<file path="src/rtl/reset_seq_pkg.sv">
`default_nettype none
// ============================================================================
// Module      : reset_seq_pkg
// Description : Shared types and helpers for the reset sequencer.
//               - seq_state_t : sequencer states HOLD / RELEASE / RUN
//               - cnt_width() : width of the hold/gap counter
// Revision    : 1.0 - initial release
// ============================================================================
package reset_seq_pkg;

    // Explicit 2-bit encoding; the fourth code is unused and recovers to HOLD.
    typedef enum logic [1:0] {
        HOLD    = 2'd0,
        RELEASE = 2'd1,
        RUN     = 2'd2
    } seq_state_t;

    // The counter only ever reaches max(HOLD_CYCLES, STAGE_GAP) - 1 before it
    // is compared and cleared, so $clog2 of that maximum (floored at 2 so the
    // counter is never zero bits wide) is always enough.
    function automatic int cnt_width(input int hold_cycles, input int stage_gap);
        int m;
        m = 2;
        if (hold_cycles > m) m = hold_cycles;
        if (stage_gap > m)   m = stage_gap;
        return $clog2(m);
    endfunction

endpackage : reset_seq_pkg
`default_nettype wire

</file>
<file path="src/rtl/req_sync.sv">
`default_nettype none
// ============================================================================
// Module      : req_sync
// Description : STAGES-deep flop chain bringing an asynchronous level into the
//               clk domain. All flops clear on rst. Generic enough to reuse
//               for scl/sda pin inputs.
// Ports       : clk     - sampling clock
//               rst     - synchronous active-high reset (chain -> 0)
//               i_async - asynchronous input level
//               o_sync  - synchronised level, STAGES edges behind i_async
// Revision    : 1.0 - initial release
// ============================================================================
module req_sync #(
    parameter int STAGES = 2
) (
    input  logic clk,
    input  logic rst,
    input  logic i_async,
    output logic o_sync
);

    logic [STAGES-1:0] r_chain;

    always_ff @(posedge clk) begin
        if (rst) begin
            r_chain <= '0;
        end else begin
            r_chain <= {r_chain[STAGES-2:0], i_async};
        end
    end

    assign o_sync = r_chain[STAGES-1];

endmodule : req_sync
`default_nettype wire

</file>
<file path="src/rtl/reset_sequencer.sv">
`default_nettype none
// ============================================================================
// Module      : reset_sequencer
// Description : Power-on / request-driven reset sequencer. Holds every
//               downstream domain in reset for HOLD_CYCLES, then releases the
//               CHANNELS outputs one at a time, STAGE_GAP cycles apart, bit 0
//               first. A synchronised req (or a watchdog expiry) restarts the
//               whole sequence from HOLD.
// Ports       : clk       - oscillator clock
//               reset     - synchronous active-high power-on reset
//               req       - asynchronous active-high restart request (level)
//               rst_out   - per-domain active-high resets
//               ready     - high once every channel is released
//               wdt_kick  - watchdog service pulse    (RESET_SEQ_WDT_EN only)
//               wdt_fired - sticky watchdog-reset flag (RESET_SEQ_WDT_EN only)
// Options     : RESET_SEQ_WDT_EN - define to build the watchdog and its ports.
// Revision    : 1.0 - initial release
// ============================================================================
module reset_sequencer
    import reset_seq_pkg::*;
#(
    parameter int CHANNELS        = 2,
    parameter int HOLD_CYCLES     = 10,
    parameter int STAGE_GAP       = 4,
    parameter int REQ_SYNC_STAGES = 2
`ifdef RESET_SEQ_WDT_EN
    ,
    parameter int WDT_CYCLES      = 24000000
`endif
) (
    input  logic                clk,
    input  logic                reset,
    input  logic                req,
`ifdef RESET_SEQ_WDT_EN
    input  logic                wdt_kick,
    output logic                wdt_fired,
`endif
    output logic [CHANNELS-1:0] rst_out,
    output logic                ready
);

    localparam int c_CNT_W = cnt_width(HOLD_CYCLES, STAGE_GAP);
    localparam int c_STG_W = (CHANNELS > 1) ? $clog2(CHANNELS) : 1;

    localparam logic [c_CNT_W-1:0] c_HOLD_LAST  = c_CNT_W'(HOLD_CYCLES - 1);
    localparam logic [c_CNT_W-1:0] c_GAP_LAST   = c_CNT_W'((STAGE_GAP > 0) ? STAGE_GAP - 1 : 0);
    localparam logic [c_STG_W-1:0] c_LAST_STAGE = c_STG_W'(CHANNELS - 1);

    // With a single channel or no gap there is nothing to stagger: every bit
    // drops on the HOLD exit edge and RELEASE is skipped entirely.
    localparam bit c_ONE_SHOT = (CHANNELS == 1) || (STAGE_GAP == 0);

    seq_state_t          r_state;
    logic [c_CNT_W-1:0]  r_cnt;
    logic [c_STG_W-1:0]  r_stage;    // index of the next bit to release
    logic [CHANNELS-1:0] r_rst_out;
    logic                r_ready;

    logic w_req_sync;
    logic w_restart;

    // ------------------------------------------------------------------------
    // Request synchroniser
    // ------------------------------------------------------------------------
    req_sync #(
        .STAGES (REQ_SYNC_STAGES)
    ) u_req_sync (
        .clk     (clk),
        .rst     (reset),
        .i_async (req),
        .o_sync  (w_req_sync)
    );

    // ------------------------------------------------------------------------
    // Watchdog
    // ------------------------------------------------------------------------
`ifdef RESET_SEQ_WDT_EN
    localparam int c_WDT_W = (WDT_CYCLES > 2) ? $clog2(WDT_CYCLES) : 1;
    localparam logic [c_WDT_W-1:0] c_WDT_LAST = c_WDT_W'(WDT_CYCLES - 1);

    logic [c_WDT_W-1:0] r_wdt_cnt;
    logic               r_wdt_fired;
    logic               w_wdt_expire;

    // A kick on the terminal cycle still counts as service.
    assign w_wdt_expire = (r_state == RUN) && !wdt_kick && (r_wdt_cnt == c_WDT_LAST);

    always_ff @(posedge clk) begin
        if (reset) begin
            r_wdt_cnt   <= '0;
            r_wdt_fired <= 1'b0;
        end else begin
            // Only time spent in RUN counts towards the timeout.
            if ((r_state != RUN) || wdt_kick || w_wdt_expire) begin
                r_wdt_cnt <= '0;
            end else begin
                r_wdt_cnt <= r_wdt_cnt + 1'b1;
            end
            // Sticky until the next power-on reset so firmware can see why it
            // was restarted.
            if (w_wdt_expire) begin
                r_wdt_fired <= 1'b1;
            end
        end
    end

    assign wdt_fired = r_wdt_fired;
    assign w_restart = w_req_sync | w_wdt_expire;
`else
    assign w_restart = w_req_sync;
`endif

    // ------------------------------------------------------------------------
    // Sequencer FSM
    // ------------------------------------------------------------------------
    // Bits release strictly in order 0,1,2..., so each release is a left shift
    // of the still-asserted mask: 111 -> 110 -> 100 -> 000.
    always_ff @(posedge clk) begin
        if (reset) begin
            r_state   <= HOLD;
            r_cnt     <= '0;
            r_stage   <= '0;
            r_rst_out <= '1;
            r_ready   <= 1'b0;
        end else if (w_restart) begin
            // Holding the counter at 0 while the request persists makes the
            // hold time run from the request's release, not its onset.
            r_state   <= HOLD;
            r_cnt     <= '0;
            r_stage   <= '0;
            r_rst_out <= '1;
            r_ready   <= 1'b0;
        end else begin
            case (r_state)
                HOLD: begin
                    if (r_cnt == c_HOLD_LAST) begin
                        r_cnt <= '0;
                        if (c_ONE_SHOT) begin
                            r_rst_out <= '0;
                            r_ready   <= 1'b1;
                            r_state   <= RUN;
                        end else begin
                            r_rst_out <= r_rst_out << 1;
                            r_stage   <= c_STG_W'(1);
                            r_state   <= RELEASE;
                        end
                    end else begin
                        r_cnt <= r_cnt + 1'b1;
                    end
                end

                RELEASE: begin
                    if (r_cnt == c_GAP_LAST) begin
                        r_cnt     <= '0;
                        r_rst_out <= r_rst_out << 1;
                        r_stage   <= r_stage + 1'b1;
                        if (r_stage == c_LAST_STAGE) begin
                            r_ready <= 1'b1;
                            r_state <= RUN;
                        end
                    end else begin
                        r_cnt <= r_cnt + 1'b1;
                    end
                end

                RUN: begin
                    // Outputs stay static until a restart event.
                end

                default: begin
                    r_state   <= HOLD;
                    r_cnt     <= '0;
                    r_stage   <= '0;
                    r_rst_out <= '1;
                    r_ready   <= 1'b0;
                end
            endcase
        end
    end

    assign rst_out = r_rst_out;
    assign ready   = r_ready;

endmodule : reset_sequencer
`default_nettype wire

</file>
<file path="config.mk">
export PLATFORM = sky130hd
export DESIGN_NAME = reset_sequencer
export DESIGN_NICKNAME = d
export VERILOG_FILES = /design/src/rtl/reset_seq_pkg.sv /design/src/rtl/req_sync.sv /design/src/rtl/reset_sequencer.sv
export SDC_FILE = /design/constraint.sdc
export NUM_CORES = 1
export LEC_CHECK = 0
export BUFFER_PORTS_ARGS = -buffer_cell sky130_fd_sc_hd__buf_2
export CORE_ASPECT_RATIO = 1.4
export CORE_MARGIN = 2
export CORE_UTILIZATION = 28
export CTS_BUF_LIST = sky130_fd_sc_hd__clkbuf_4 sky130_fd_sc_hd__clkbuf_8
export DETAILED_ROUTE_END_ITERATION = 8
export PLACE_DENSITY = 0.53
export SYNTH_ARGS = -nofsm -noshare
export SYNTH_HDL_FRONTEND = slang
export SYNTH_SLANG_ARGS = --single-unit
</file>
<file path="constraint.sdc">
create_clock -name clk -period 1.56 [get_ports clk]
set_input_delay 0.078 -clock clk [delete_from_list [all_inputs] [get_ports clk]]
set_output_delay 0.078 -clock clk [all_outputs]
set_load 0.02 [all_outputs]
</file>
-- Yosys cells after proc, flatten, opt, wreduce, memory -nomap -nowiden
Cells that the tools add are included.
- register bits: 12
- logic and storage cells: 39
- add/subtract/negate cells: 2
- eq/ne operators: 7
- muxes and demuxes: 16
- bitwise operators: 2
- reductions and logical operators: 6
- operator list (operator ; count):
    $pmux W2 S3 ; 2
    $pmux W4 S3 ; 1
    $mux W2 ; 5
    $mux W4 ; 2
    $ne A2 B2 Y1 const B ; 3
    $reduce_and A3 Y1 ; 2
    $add A4 B1 Y4 const B ; 1
    $eq A4 B2 Y1 const B ; 1
    $eq A4 B4 Y1 const B ; 1
    $mux W1 ; 4
    $reduce_and A4 Y1 ; 1
    $reduce_or A2 Y1 ; 2
    $pmux W1 S3 ; 1
    $eq A2 B1 Y1 const B ; 1
    $eq A2 B2 Y1 const B ; 1
    $logic_not A2 Y1 ; 1
    $not A1 Y1 ; 2
    $pmux W1 S2 ; 1
    $add A1 B1 Y1 const B ; 1

-- Depth between registers and ports, before layout
Gate-level depths: netlist of run 1.
- depth in word-level cells: 4
- gate-level depth with buffers: 5
- depth with buffers taken out: 5

-- By module
A second synthesis of run 1 with hierarchy kept.
- cell total of the unflattened synthesis: 66
- area total of the unflattened synthesis: 574.3 µm²
- modules (own cells, without submodules) (module ; instances ; cells an instance ; area an instance (µm²) ; seq. area each (µm²)):
    reset_sequencer ; 1 ; 62 ; 521.8 ; 200.2
    req_sync ; 1 ; 4 ; 52.6 ; 40.0

-- Worst setup path after synthesis of run 1
No wires, ideal clock.
- path type: register to register
- start: reg r_cnt[0]
- end: reg r_cnt[3]
- data arrival time: 1.156 ns
- required time: 1.438 ns
- path slack: 0.282 ns
- cell stages (with the launch flop): 5
- clock period less this slack: 1.278 ns
- cell sequence: dfxtp_1 ha_1 nand4bb_1 and3_1 o311a_1
- cells in the longest elaborated chain, start to end: 3
- elaborated cells on any way between the ends: 6
- classes of those cells: 1 x add/sub; 2 x eq/ne; 3 x mux
- ends and longest elaborated chain (element ; RTL line ; source):
    start, declared ; reset_sequencer.sv:54 ; logic [c_CNT_W-1:0] r_cnt;
    start signal, assigned ; reset_sequencer.sv:148 ; r_cnt <= r_cnt + 1'b1;
    start signal, assigned ; reset_sequencer.sv:162 ; r_cnt <= r_cnt + 1'b1;
    $add A4 B1 Y4, or another cell as far along ; reset_sequencer.sv:148, reset_sequencer.sv:162 ;
    $mux W4 (on tied branches) ; reset_sequencer.sv:153, reset_sequencer.sv:136 ;
    $pmux W4 S3 * ; reset_sequencer.sv:134 ; case (r_state)
Every way passes the cells marked *; elsewhere a longest branch is shown, timed or not.
A chain may end at the register's enable or synchronous reset.

-- Worst setup path after layout of run 1
Same ends and word-level chain as after synthesis.

==> results of run 1 <==
[kinds of logic after synthesis]
| kind of cell | synth area share |
|---|---|
| flops | 0.4120 |
| simple gates | 0.2618 |
| fa+ha+maj | 0.04291 |
| compound gates | 0.2189 |
| buf+inv | 0.06438 |
[final timing paths]
path                                    startpoint                               end  slack (ns)  depth (start not counted)
hold / removal                                 req  u_req_sync.r_chain[0]$_SDFF_PP0_        0.02                          2
setup reg to reg             r_cnt[0]$_SDFFE_PP0P_             r_cnt[3]$_SDFFE_PP0P_        0.16                          4
hold reg to reg   u_req_sync.r_chain[0]$_SDFF_PP0_  u_req_sync.r_chain[1]$_SDFF_PP0_        0.46                          1
setup / recovery             r_cnt[0]$_SDFFE_PP0P_             r_cnt[3]$_SDFFE_PP0P_        0.16                          4
[sequential cells by signal (all words and copies together) (netlist names)]
name	cells
u_req_sync.r_chain	2
ready	1
r_cnt	4
r_state	2
r_stage	1
rst_out	2
[layer usage]
| metal | share of wire | up-vias |
|---|---|---|
| li1 | - | 251 |
| met1 | 0.44 | 224 |
| met2 | 0.52 | 10 |
| met3 | 0.031 | 2 |
| met4 | 0.012 | 0 |
| met5 | 0 | - |
[power groups by stage]
stage,combinational (mW),sequential (mW),clock (mW)
detailed placement,0.0367,0.329,0
floorplan,0.0295,0.328,0
global placement,0.0371,0.329,0
finish,0.0369,0.322,0.250
global route,0.0412,0.325,0.268
CTS,0.0369,0.322,0.258
[area by class of cell]
cell class,instances,area [um2],share of cell area
Timing Repair Buffer,9,55.05,0.08073
Tap cell,21,26.28,0.03853
Sequential cell,12,240.2,0.3523
Inverter,5,18.77,0.02752
Multi-Input combinational cell,43,305.3,0.4477
Clock buffer,4,36.28,0.05321
[stage by stage]
stage                     instances  hold WS, ns  setup WS, ns
after floorplan                  63       0.2144        0.2824
after global placement           90       0.3042        0.2288
after detailed placement         90       0.3049        0.1978
after CTS                        94      0.01705        0.1730
after global routing             94      0.02126       0.04041
final                            94      0.02209        0.1604
[Yosys cell counts (all sizes together)]
cell / count / share of area
nand2b: 4 / 0.043
a22oi: 1 / 0.013
o221a: 1 / 0.019
nand4bb: 1 / 0.019
nor2b: 1 / 0.011
or4: 1 / 0.013
a21oi: 5 / 0.043
buf: 1 / 0.019
dfxtp: 12 / 0.41
a2111oi: 1 / 0.026
or2: 1 / 0.011
and4bb: 1 / 0.021
o211ai: 1 / 0.013
clkbuf: 2 / 0.013
o311a: 1 / 0.017
nand4b: 1 / 0.015
o21ai: 4 / 0.034
a211oi: 1 / 0.013
inv: 5 / 0.032
and2b: 2 / 0.030
nand3: 2 / 0.017
nor3: 1 / 0.0086
o41ai: 2 / 0.030
and3: 1 / 0.011
nand3b: 2 / 0.026
nor4: 1 / 0.011
a31oi: 1 / 0.011
ha: 2 / 0.043
nor2: 4 / 0.026
==> flow_metrics.tcl, run 1 <==
set metrics [dict create \
    drt_iter0_markers 18 \
    cp-end-kind "register" \
    grt_pass1_vias 442 \
    grt_max_degree 13 \
    critPathMaxFanout 5 \
    vias 487 \
    outcome "completed" \
    layout_common_cells "dfxtp_1, inv_1, a21oi_1, buf_2" \
    die_y_um 57.99 \
    drc 0 \
    syn-num-nets 68 \
    portBuffers 5 \
    ys_types 30 \
    ant_nets 0 \
    numCtsBuffers 3 \
    num_antenna_cells 0 \
    ys.warnings.count 0 \
    maxCapViolCount 0 \
    antenna_found_initial 0 \
    cts_root_buffer "clkbuf_4" \
    pwr-share-comb 0.061 \
    die_width_um 42.57 \
    dr.pass1.iters 4 \
    syn_area_per_cell_um2 9.255 \
    yosysSeqAreaShare 0.4120 \
    fmax_mhz 714.5 \
    crit_family "flip-flops" \
    crit_type "reg2reg" \
    clkPwrFrac 0.410 \
    crit_path_max_incr_delay_ns 0.40 \
    grt_first_pass_wirelength_mm 1.932 \
    power_uw 609.1 \
    power_density_nw_per_um2 893.3 \
    p_sw_uw 134.5 \
    hold_violations 0 \
    worst_path_max_delay_cell "dfxtp_1" \
    critPathBufInv 0 \
    skew_ns 0.0008594 \
    grt_overflow_total 0 \
    met3_usage 0.01869 \
    drive_above_1_share 0.2466 \
    rows 19 \
    start_kind "register" \
    layout_commonest_cell "dfxtp_1" \
    area_growth_syn_to_layout_pct 16.95 \
    intPower_uw 474.6 \
    cts_buffer_depth 2 \
    p_leak_nw 0.2578 \
    critical_path.cell_chain "ha_1 > nand4bb_1 > and3_1 > o311a_1" \
    post-route-period-util 0.8972 \
    cts.htree.levels 1 \
    synth_area_um2 583.1 \
    cts_resized 0 \
    grt_use_met2 0.1604 \
    cts_tree "yes" \
    pwr-share-seq 0.529 \
    fin_setup_tns_ns 0 \
    final_area_um2 681.9 \
    via_per_inst 5.181 \
    post_cts_buffers 0 \
    place_hpwl_um 863.1 \
    fin_crit_ns 1.400 \
    start_util 0.2955 \
    post-route-util 0.3456 \
    setup_viol 0 \
    ir_drop_v 0.0004530 \
    rsz0062_at_grt "no" \
    finalNetCount 79 \
    cts.sinks 12 \
    postCtsHoldBufs 0 \
    dieArea_um2 2468 \
    syn_inst 63 \
    gp_congestion 0.8801 \
    wl_per_cell_um 12.56 \
    finalMaxSlewViolations 0 \
    cts.clk_slew.worst_paths_ns 0.08 \
    critPathRequiredTime_ns 1.73 \
    drt-total-wl_mm 1.181 \
    met1_usage 0.1313 \
    io_pins 6 \
    tightestPinTransition_ns 0.3630 \
    crit_arrival_ns 1.57 \
    fillCellCount 210 \
    hp-class "in2reg" \
    core-area_um2 1973 \
    place_area_um2 645.6 \
    grt_usage 0.1056 \
    switching_share 0.2208 \
    grt.busiest_layer "met2" \
    worstSkewPairLatency_ns 0.27 \
    slew_headroom 0.7580 \
    ys_seq_elements 12 \
]
Note: power is estimated with default switching activity, not from simulation.
==> inputs of run 2 (changes only) <==
--- a/config.mk
+++ b/config.mk
@@ -11,7 +11,7 @@
 export CORE_UTILIZATION = 28
 export CTS_BUF_LIST = sky130_fd_sc_hd__clkbuf_4 sky130_fd_sc_hd__clkbuf_8
 export DETAILED_ROUTE_END_ITERATION = 8
-export PLACE_DENSITY = 0.53
+export PLACE_DENSITY = 0.41
 export SYNTH_ARGS = -nofsm -noshare
 export SYNTH_HDL_FRONTEND = slang
 export SYNTH_SLANG_ARGS = --single-unit
==> run 2 against run 1 <==
Net effect: worst setup slack lost 0.033 ns; combinational power is essentially flat; critical path depth is the same; global-route usage grew 1.8 points; clock power grew 5%; largest cell class unchanged; largest power group unchanged; highest routed layer unchanged.
==> flow_metrics.tcl, run 2 (same netlist as run 1, synthesis figures left out) <==
set metrics [dict create \
    critical_path.cell_chain "ha_1 > nand4bb_1 > and3_1 > o311a_1" \
    hold_violations 0 \
    fin_crit_ns 1.433 \
    pwr-share-seq 0.518 \
    grt_usage 0.1233 \
    dp_slack_ns 0.1531 \
    ir_drop_v 0.0004624 \
    hp-class "in2reg" \
    dr.pass1.iters 4 \
    drive_above_1_share 0.2568 \
    switching_share 0.2361 \
    r2r-start "r_cnt[0]$_SDFFE_PP0P_" \
    cts_tree "yes" \
    cts_buffer_depth 2 \
    hold_end "u_req_sync.r_chain[0]$_SDFF_PP0_" \
    hp-start "req" \
    fin_setup_tns_ns 0 \
    finalNonFillerCells 95 \
    cp-end-kind "register" \
    worstHoldPathCells 2 \
    core-area_um2 1973 \
    post-route-period-util 0.9183 \
    critPathMaxFanout 5 \
    postCtsHoldBufs 0 \
    vias 500 \
    layout_commonest_cell "dfxtp_1" \
    fmax_mhz 698.1 \
    cts.sinks 12 \
    grt_pass1_vias 510 \
    finalNetCount 80 \
    power_uw 621.9 \
    outcome "completed" \
    crit_arrival_ns 1.61 \
    post_cts_buffers 0 \
    die_width_um 42.57 \
    p_leak_nw 0.2632 \
    cts_root_buffer "clkbuf_4" \
    grt_first_pass_wirelength_mm 2.290 \
    drt_iter0_markers 6 \
    power_density_nw_per_um2 902.1 \
    numCtsBuffers 3 \
    dieArea_um2 2468 \
    p_sw_uw 146.9 \
    pwr-share-comb 0.060 \
    critPathRequiredTime_ns 1.74 \
    cts.htree.levels 1 \
    reg2reg_to "r_cnt[3]$_SDFFE_PP0P_" \
    io_pins 6 \
    setup_viol 0 \
    slew_headroom 0.7681 \
    cts.clk_slew.worst_paths_ns 0.09 \
    largest_register "r_cnt" \
    rsz0062_at_grt "no" \
    r2r_setup_slack_ns 0.13 \
    gp_congestion 0.7206 \
    area_growth_syn_to_layout_pct 18.24 \
    seq_area_um2 240.2 \
    num_antenna_cells 0 \
    crit_family "flip-flops" \
    fillCellCount 205 \
    rows 19 \
    fin_ws_ns 0.1275 \
    drc 0 \
    largest_register_ffs 4 \
    cts_resized 0 \
    drt-total-wl_mm 1.265 \
    via_per_inst 5.263 \
    crit_type "reg2reg" \
    dp_cells 91 \
    reg2reg_depth 4 \
    intPower_uw 475.0 \
    critPathBufInv 0 \
    portBuffers 5 \
    clkPwrFrac 0.422 \
    worst_path_max_delay_cell "dfxtp_1" \
    finalMaxSlewViolations 0 \
    start_kind "register" \
    crit_path_max_incr_delay_ns 0.41 \
    multi_input_area_um2 305.3 \
    tightestPinTransition_ns 0.3479 \
    start_util 0.2955 \
    antenna_found_initial 0 \
    ant_nets 0 \
    worstSkewPairLatency_ns 0.28 \
    grt_overflow_total 0 \
    die_y_um 57.99 \
    layout_common_cells "dfxtp_1, inv_1, a21oi_1, buf_2, buf_4" \
    wl_per_cell_um 13.32 \
    grt_max_degree 11 \
    maxCapViolCount 0 \
    skew_ns 0.003957 \
]
run 2: changes by cell type in the layout (fill, tap and decap cells not counted), sizes merged:
cell and change:
buf +1
run 2: layer usage:
metal	wire, um	vias to the layer above	share of wire	global-route usage
met2	636	9	0.50	0.2066
met4	38	0	0.030	0.08036
met3	35	5	0.028	0.02804
li1	-	254	-	-
met1	555	232	0.44	0.1385
met5	0	-	0	0
run 2: layout make-up:
| cell class | count | share of cell area |
|---|---|---|
| repair buffers | 10 | 0.09074 |
| multi-input cells | 43 | 0.4428 |
| flip-flops and latches | 12 | 0.3485 |
| inverters | 5 | 0.02722 |
| well taps | 21 | 0.03811 |
| clock buffers | 4 | 0.05263 |
run 2: worst max path at each step:
| stage | cells after the start | startpoint | to | slack (ns) |
|---|---|---|---|---|
| after floorplan | 4 | r_cnt[0]$_SDFFE_PP0P_ | r_cnt[3]$_SDFFE_PP0P_ | 0.28 |
| after detailed placement | 4 | r_cnt[0]$_SDFFE_PP0P_ | r_cnt[3]$_SDFFE_PP0P_ | 0.15 |
| after global placement | 4 | r_cnt[0]$_SDFFE_PP0P_ | r_cnt[3]$_SDFFE_PP0P_ | 0.19 |
| after CTS | 4 | r_cnt[0]$_SDFFE_PP0P_ | r_cnt[3]$_SDFFE_PP0P_ | 0.14 |
| final | 4 | r_cnt[0]$_SDFFE_PP0P_ | r_cnt[3]$_SDFFE_PP0P_ | 0.13 |
| after global routing | 6 | r_cnt[1]$_SDFFE_PP0P_ | r_cnt[0]$_SDFFE_PP0P_ | 0.03 |
run 2: stage by stage:
| stage | hold WS [ns] | utilization | area, um2 |
|---|---|---|---|
| 2_1_floorplan | 0.2144 | - | 583.1 |
| 3_3_place_gp | 0.3161 | 0.3310 | 653.1 |
| 3_5_place_dp | 0.3084 | 0.3310 | 653.1 |
| 4_1_cts | 0.01531 | 0.3494 | 689.4 |
| 5_1_grt | 0.008358 | 0.3494 | 689.4 |
| 6_report | 0.01320 | 0.3494 | 689.4 |
run 2: power groups by stage:
stage	clock, mW	sequential (mW)	combinational [mW]
after global placement	0	0.329	0.0392
after global routing	0.278	0.324	0.0425
after CTS	0.265	0.322	0.0373
after floorplan	0	0.328	0.0295
after detailed placement	0	0.329	0.0371
final	0.263	0.322	0.0370
